### src/rtl/ps2_pkg.sv
// Shared constants and FSM encoding for the PS/2 keyboard controller slice.
package ps2_pkg;

    localparam logic [7:0] PS2_PFX_EXT = 8'hE0;
    localparam logic [7:0] PS2_PFX_BRK = 8'hF0;

    typedef enum logic [1:0] {
        S_IDLE  = 2'd0,
        S_POP   = 2'd1,
        S_PARSE = 2'd2
    } ps2_state_e;

endpackage

### src/rtl/ps2_ascii_rom.sv
// Scan-code set 2 to ASCII table: lowercase letters, digits, space and enter.
module ps2_ascii_rom
    import ps2_pkg::*;
(
    input  logic [7:0] scan,
    output logic [7:0] ascii
);

    always_comb begin
        ascii = '0;
        case (scan)
            8'h1C: ascii = 8'h61;  8'h32: ascii = 8'h62;  8'h21: ascii = 8'h63;
            8'h23: ascii = 8'h64;  8'h24: ascii = 8'h65;  8'h2B: ascii = 8'h66;
            8'h34: ascii = 8'h67;  8'h33: ascii = 8'h68;  8'h43: ascii = 8'h69;
            8'h3B: ascii = 8'h6A;  8'h42: ascii = 8'h6B;  8'h4B: ascii = 8'h6C;
            8'h3A: ascii = 8'h6D;  8'h31: ascii = 8'h6E;  8'h44: ascii = 8'h6F;
            8'h4D: ascii = 8'h70;  8'h15: ascii = 8'h71;  8'h2D: ascii = 8'h72;
            8'h1B: ascii = 8'h73;  8'h2C: ascii = 8'h74;  8'h3C: ascii = 8'h75;
            8'h2A: ascii = 8'h76;  8'h1D: ascii = 8'h77;  8'h22: ascii = 8'h78;
            8'h35: ascii = 8'h79;  8'h1A: ascii = 8'h7A;
            8'h45: ascii = 8'h30;  8'h16: ascii = 8'h31;  8'h1E: ascii = 8'h32;
            8'h26: ascii = 8'h33;  8'h25: ascii = 8'h34;  8'h2E: ascii = 8'h35;
            8'h36: ascii = 8'h36;  8'h3D: ascii = 8'h37;  8'h3E: ascii = 8'h38;
            8'h46: ascii = 8'h39;
            8'h29: ascii = 8'h20;
            8'h5A: ascii = 8'h0D;
            default: ascii = '0;
        endcase
    end

endmodule

### src/rtl/ps2_kbd_ctrl.sv
// Pops ps2_keyboard FIFO bytes, parses E0/F0 prefixes, tracks the held key.
// Optional ASCII output enabled by macro PS2_KBD_ASCII_EN.
module ps2_kbd_ctrl
    import ps2_pkg::*;
#(
    parameter int unsigned CNT_W   = 8,
    parameter int unsigned PFX_TMO = 1000000
) (
    input  logic             clk,
    input  logic             clrn,
    input  logic             kbd_ready,
    input  logic [7:0]       kbd_data,
    input  logic             kbd_overflow,
    output logic             kbd_nextdata_n,
    input  logic             ovf_clr,
    output logic [7:0]       key_code,
    output logic             key_ext,
    output logic             key_down,
    output logic             press_pulse,
    output logic             release_pulse,
    output logic [CNT_W-1:0] press_cnt,
    output logic             ovf
`ifdef PS2_KBD_ASCII_EN
    ,
    output logic [7:0]       ascii,
    output logic             ascii_valid
`endif
);

    localparam int unsigned TMO_W = (PFX_TMO > 1) ? $clog2(PFX_TMO + 1) : 1;
    localparam logic [TMO_W-1:0] TMO_LAST = (PFX_TMO > 0) ? TMO_W'(PFX_TMO - 1) : '0;

    ps2_state_e       state_q;
    logic [7:0]       byte_q, key_code_q;
    logic             e0_q, f0_q, nextdata_n_q;
    logic             key_ext_q, key_down_q, press_q, release_q, ovf_q;
    logic [TMO_W-1:0] tmo_q;
    logic [CNT_W-1:0] cnt_q;
    logic             same_key_d, is_pfx_d;

    assign same_key_d = key_down_q && (byte_q == key_code_q) && (e0_q == key_ext_q);
    assign is_pfx_d   = (byte_q == PS2_PFX_EXT) || (byte_q == PS2_PFX_BRK);

`ifdef PS2_KBD_ASCII_EN
    logic [7:0] rom_d, ascii_q;
    logic       ascii_valid_q;

    ps2_ascii_rom u_rom (.scan(byte_q), .ascii(rom_d));

    // Captured at parse time so ascii changes together with key_code.
    always_ff @(posedge clk or negedge clrn) begin
        if (!clrn) begin
            ascii_q       <= '0;
            ascii_valid_q <= 1'b0;
        end else if (state_q == S_PARSE && !is_pfx_d) begin
            if (!f0_q && !same_key_d) begin
                ascii_q       <= e0_q ? 8'h00 : rom_d;
                ascii_valid_q <= !e0_q && (rom_d != 8'h00);
            end else if (f0_q && same_key_d) begin
                ascii_valid_q <= 1'b0;
            end
        end
    end

    assign ascii       = ascii_q;
    assign ascii_valid = ascii_valid_q;
`endif

    always_ff @(posedge clk or negedge clrn) begin
        if (!clrn) begin
            state_q      <= S_IDLE;
            byte_q       <= '0;
            e0_q         <= 1'b0;
            f0_q         <= 1'b0;
            tmo_q        <= '0;
            nextdata_n_q <= 1'b1;
            key_code_q   <= '0;
            key_ext_q    <= 1'b0;
            key_down_q   <= 1'b0;
            press_q      <= 1'b0;
            release_q    <= 1'b0;
            cnt_q        <= '0;
        end else begin
            press_q   <= 1'b0;
            release_q <= 1'b0;
            case (state_q)
                S_IDLE: begin
                    if (kbd_ready) begin
                        byte_q       <= kbd_data;
                        nextdata_n_q <= 1'b0;
                        tmo_q        <= '0;
                        state_q      <= S_POP;
                    end else if ((e0_q || f0_q) && PFX_TMO != 0) begin
                        // A dangling prefix expires so a later make is not misread.
                        if (tmo_q == TMO_LAST) begin
                            e0_q  <= 1'b0;
                            f0_q  <= 1'b0;
                            tmo_q <= '0;
                        end else begin
                            tmo_q <= tmo_q + 1'b1;
                        end
                    end
                end
                S_POP: begin
                    nextdata_n_q <= 1'b1;
                    state_q      <= S_PARSE;
                end
                S_PARSE: begin
                    state_q <= S_IDLE;
                    if (byte_q == PS2_PFX_EXT) begin
                        e0_q <= 1'b1;
                    end else if (byte_q == PS2_PFX_BRK) begin
                        f0_q <= 1'b1;
                    end else begin
                        if (f0_q) begin
                            if (same_key_d) begin
                                key_down_q <= 1'b0;
                                release_q  <= 1'b1;
                            end
                        end else if (!same_key_d) begin
                            key_code_q <= byte_q;
                            key_ext_q  <= e0_q;
                            key_down_q <= 1'b1;
                            press_q    <= 1'b1;
                            cnt_q      <= cnt_q + 1'b1;
                        end
                        e0_q <= 1'b0;
                        f0_q <= 1'b0;
                    end
                end
                default: begin
                    state_q      <= S_IDLE;
                    nextdata_n_q <= 1'b1;
                end
            endcase
        end
    end

    always_ff @(posedge clk or negedge clrn) begin
        if (!clrn)             ovf_q <= 1'b0;
        else if (kbd_overflow) ovf_q <= 1'b1;
        else if (ovf_clr)      ovf_q <= 1'b0;
    end

    assign kbd_nextdata_n = nextdata_n_q;
    assign key_code       = key_code_q;
    assign key_ext        = key_ext_q;
    assign key_down       = key_down_q;
    assign press_pulse    = press_q;
    assign release_pulse  = release_q;
    assign press_cnt      = cnt_q;
    assign ovf            = ovf_q;

endmodule

### config.mk
export PLATFORM = sky130hd
export DESIGN_NAME = ps2_kbd_ctrl
export DESIGN_NICKNAME = d
export VERILOG_FILES = /design/src/rtl/ps2_pkg.sv /design/src/rtl/ps2_ascii_rom.sv /design/src/rtl/ps2_kbd_ctrl.sv
export SDC_FILE = /design/constraint.sdc
export NUM_CORES = 1
export LEC_CHECK = 0
export ABC_AREA = 1
export BUFFER_PORTS_ARGS = -buffer_cell sky130_fd_sc_hd__clkbuf_2
export CORE_MARGIN = 8
export CORE_UTILIZATION = 50
export CTS_BUF_LIST = sky130_fd_sc_hd__clkbuf_8
export CTS_CLUSTER_DIAMETER = 50
export DETAILED_ROUTE_END_ITERATION = 7
export PLACE_DENSITY = 0.78
export SYNTH_ARGS = -nofsm -noshare
export SYNTH_HDL_FRONTEND = slang
export SYNTH_HIERARCHICAL = 1
export SYNTH_SLANG_ARGS = --single-unit
### constraint.sdc
create_clock -name clk -period 2.1 [get_ports clk]
set_input_delay 0.21 -clock clk [delete_from_list [all_inputs] [get_ports clk]]
set_output_delay 0.21 -clock clk [all_outputs]
set_load 0.005 [all_outputs]
==> out/qor.txt <==
status - finished clean
critical-path cell list - or2_2, a21oi_1, nand3_1, nor2_1, inv_1, ha_1, nand2_8, inv_2, nand2_1, nand2_1
combinational share of power - 0.259
period utilisation layout - 0.922
cts bufs inserted - 5
GP Congestion - 0.920
wire per inst - 13.0 µm
Starting Density - 0.511
most frequent cells in the layout - 134 x nand2_1, 54 x nor2_1, 53 x dfrtp_1
CTS tree - yes
clk_skew - 12.9 ps
hold path start - ovf_clr
Min-Delay Path Depth - 2
Fmax - 516 MHz
maximum VDD drop - 575 µV
Leak - 1.59 nW
Clock power frac - 0.239
grt total ovfl - 0
Root Driver - clkbuf_8
Crit Reg-Reg Endpoint - press_cnt[3]
flops & latches, synth - 54
worst min-delay path class - in -> reg
Worst R2R Setup Slack - 160 ps
first-pass GRT wire length - 11600 µm
Hold Path End - ovf
# setup viols final - 0
switch share - 0.342
initial DRC count - 142
slowest CP cell - dfrtp_1
Final Non-Filler Cells - 517
# Max-Cap Violations - 0
crit-path most repeated cell - nand2_1
die area - 8710 µm²
Syn Area/Cell - 7.42 µm²
share of layout cells above drive strength 1 - 0.156
worst rel slew slack - 0.581
vias in the first global route - 2520
largest net degree at the start of global routing - 30
Post-DP Area - 3220 µm²
number of port buffers - 34
Least-Margin Pin Slew - 628 ps
critical path class - reg -> reg
total track usage - 0.163
Final Max Tran Viols - 0
Cells after Synth - 403
Worst Path Max Fanout - 29
most common cell after layout, fill and taps aside - nand2_1
post-route cell area - 3350 µm²
register area share after synthesis - 0.452
Synth Warn # - 6
Final Hold Vio Count - 0
RSZ-0062 raised after global routing - false
Skew-Pair Late Insertion Delay - 310 ps
cell area after synthesis - 2990 µm²
Cell variety after synth - 30
Layout Nets - 458
Clock Sinks - 54
Syn Nets - 420
R2R depth - 10
data required time of the worst path - 2290 ps
drt drc - 0
core area - 5850 µm²
FP Rows - 28
Critical R2R Launch - byte_q[2]
TritonRoute pass-1 iters - 4
Setup crit end kind - flop
placed insts - 508
crit path DAT - 2130 ps
dpl hpwl - 5000 µm
io pins - 35
Die Ht - 93.3 µm
antenna diode count - 0
PD cells - 863 nW/µm²
Critical Path Start Type - flop
Antenna Violating Nets Remaining - 0
Reg power frac - 0.502
Vias - 2714
clk slew on worst S/H paths - 100 ps
area grow syn2layout - 12.1%
# H-tree levels - 2
Setup Buffers After CTS - 0
Longest Clk Path Bufs - 2
max incr delay on CP - 410 ps
initial antenna violation count - 0
Internal - 1.91 mW
vias per cell - 5.25
Psw - 0.989 mW
min Tclk post-route - 1940 ps
setup_tns - 0 ps
CP top delay family - simple AND/OR/NAND/NOR gates
Worst Path Buf+Inv - 2
Chip Width - 93.3 µm
Post-Route WL - 6740 µm
per-stage QoR:
stage / setup WS (ps) / total power, mW / util / hold slack (ps)
finish: 163 / 2.89 / 0.573 / 81.1
global route: 47.8 / 3.11 / 0.573 / 82.3
CTS: 81.8 / 2.92 / 0.572 / 69.1
detailed placement: 114 / 2.22 / 0.551 / 259
global placement: 214 / 2.19 / 0.551 / 256
floorplan: 380 / 1.93 / - / -85.6
what timing repair did:
action                     in CTS  in global routing
hold buffers                    1                  0
hold endpoints to repair       22                  0
setup endpoints to repair       0                  6
resized for setup               0                  1
registers in the layout (all words and copies together) (netlist names):
signal          cells
byte_q              8
e0_q                1
f0_q                1
kbd_nextdata_n      1
key_code            8
key_down            1
key_ext             1
ovf                 1
press_cnt           8
press_pulse         1
release_pulse       1
state_q             2
tmo_q              20
synthesized netlist by cell type:
cell type,count,share of area
buf_8,2,0.010
nand2_4,1,0.0038
ha_1,4,0.017
nand3_1,27,0.045
xnor2_1,8,0.023
o21ai_1,5,0.0084
or2_2,1,0.0021
dfstp_2,1,0.0088
o21ai_2,4,0.012
inv_1,29,0.036
a31oi_1,2,0.0042
nand2_1,134,0.17
o21bai_1,2,0.0050
nor3b_1,1,0.0025
nand2_2,2,0.0042
nor3_2,1,0.0033
inv_2,10,0.013
o22ai_1,2,0.0042
nand4_1,11,0.023
dfrtp_1,53,0.44
nor2_1,54,0.068
o21ai_0,26,0.044
xor2_1,8,0.023
nor2_4,1,0.0038
nor2_2,4,0.0084
clkinv_1,1,0.0013
buf_2,4,0.0067
clkbuf_1,1,0.0013
a21oi_1,2,0.0033
nor3_1,2,0.0033
logic make-up after synthesis:
logic type / count (synthesis) / share of synthesized area
and+or+nand+nor: 239 / 0.336
xor gates and xnor gates: 16 / 0.0469
adders and majority gates: 4 / 0.0167
buffers and inverters: 47 / 0.0682
AOI/OAI and AO/OA: 43 / 0.0803
DFF: 54 / 0.452
worst max path at each step:
stage	from	to	slack, ps	cells past startpoint
finish	byte_q[2]	press_cnt[3]	160	10
global route	byte_q[2]	press_cnt[1]	50	10
CTS	byte_q[2]	press_cnt[3]	80	10
detailed placement	byte_q[2]	press_cnt[3]	110	10
global placement	byte_q[2]	press_cnt[0]	210	10
floorplan	byte_q[2]	press_cnt[5]	380	10
final cells by class:
| type | instances | area, µm² |
|---|---|---|
| fill | 532 | 2500 |
| clock buffer | 5 | 68.8 |
| timing repair buffer | 38 | 203 |
| multi-input combinational | 302 | 1440 |
| inverter | 40 | 150 |
| sequential | 54 | 1350 |
| clock inverter | 3 | 42.5 |
| tap | 75 | 93.8 |
power by group through the flow:
stage	sequential (mW)	clock, mW	combinational (mW)
after CTS	1.45	0.715	0.760
final	1.45	0.692	0.749
after detailed placement	1.47	0	0.756
after global routing	1.48	0.762	0.868
after global placement	1.46	0	0.734
after floorplan	1.44	0	0.492
metal layers:
| layer | vias to the layer above | global-route usage | part of all wire |
|---|---|---|---|
| met2 | 89 | 0.257 | 0.46 |
| met5 | - | 0 | 0 |
| li1 | 1360 | - | - |
| met4 | 0 | 0.0416 | 0.012 |
| met3 | 8 | 0.0353 | 0.059 |
| met1 | 1257 | 0.220 | 0.47 |
Note: power is estimated with default switching activity, not from simulation.
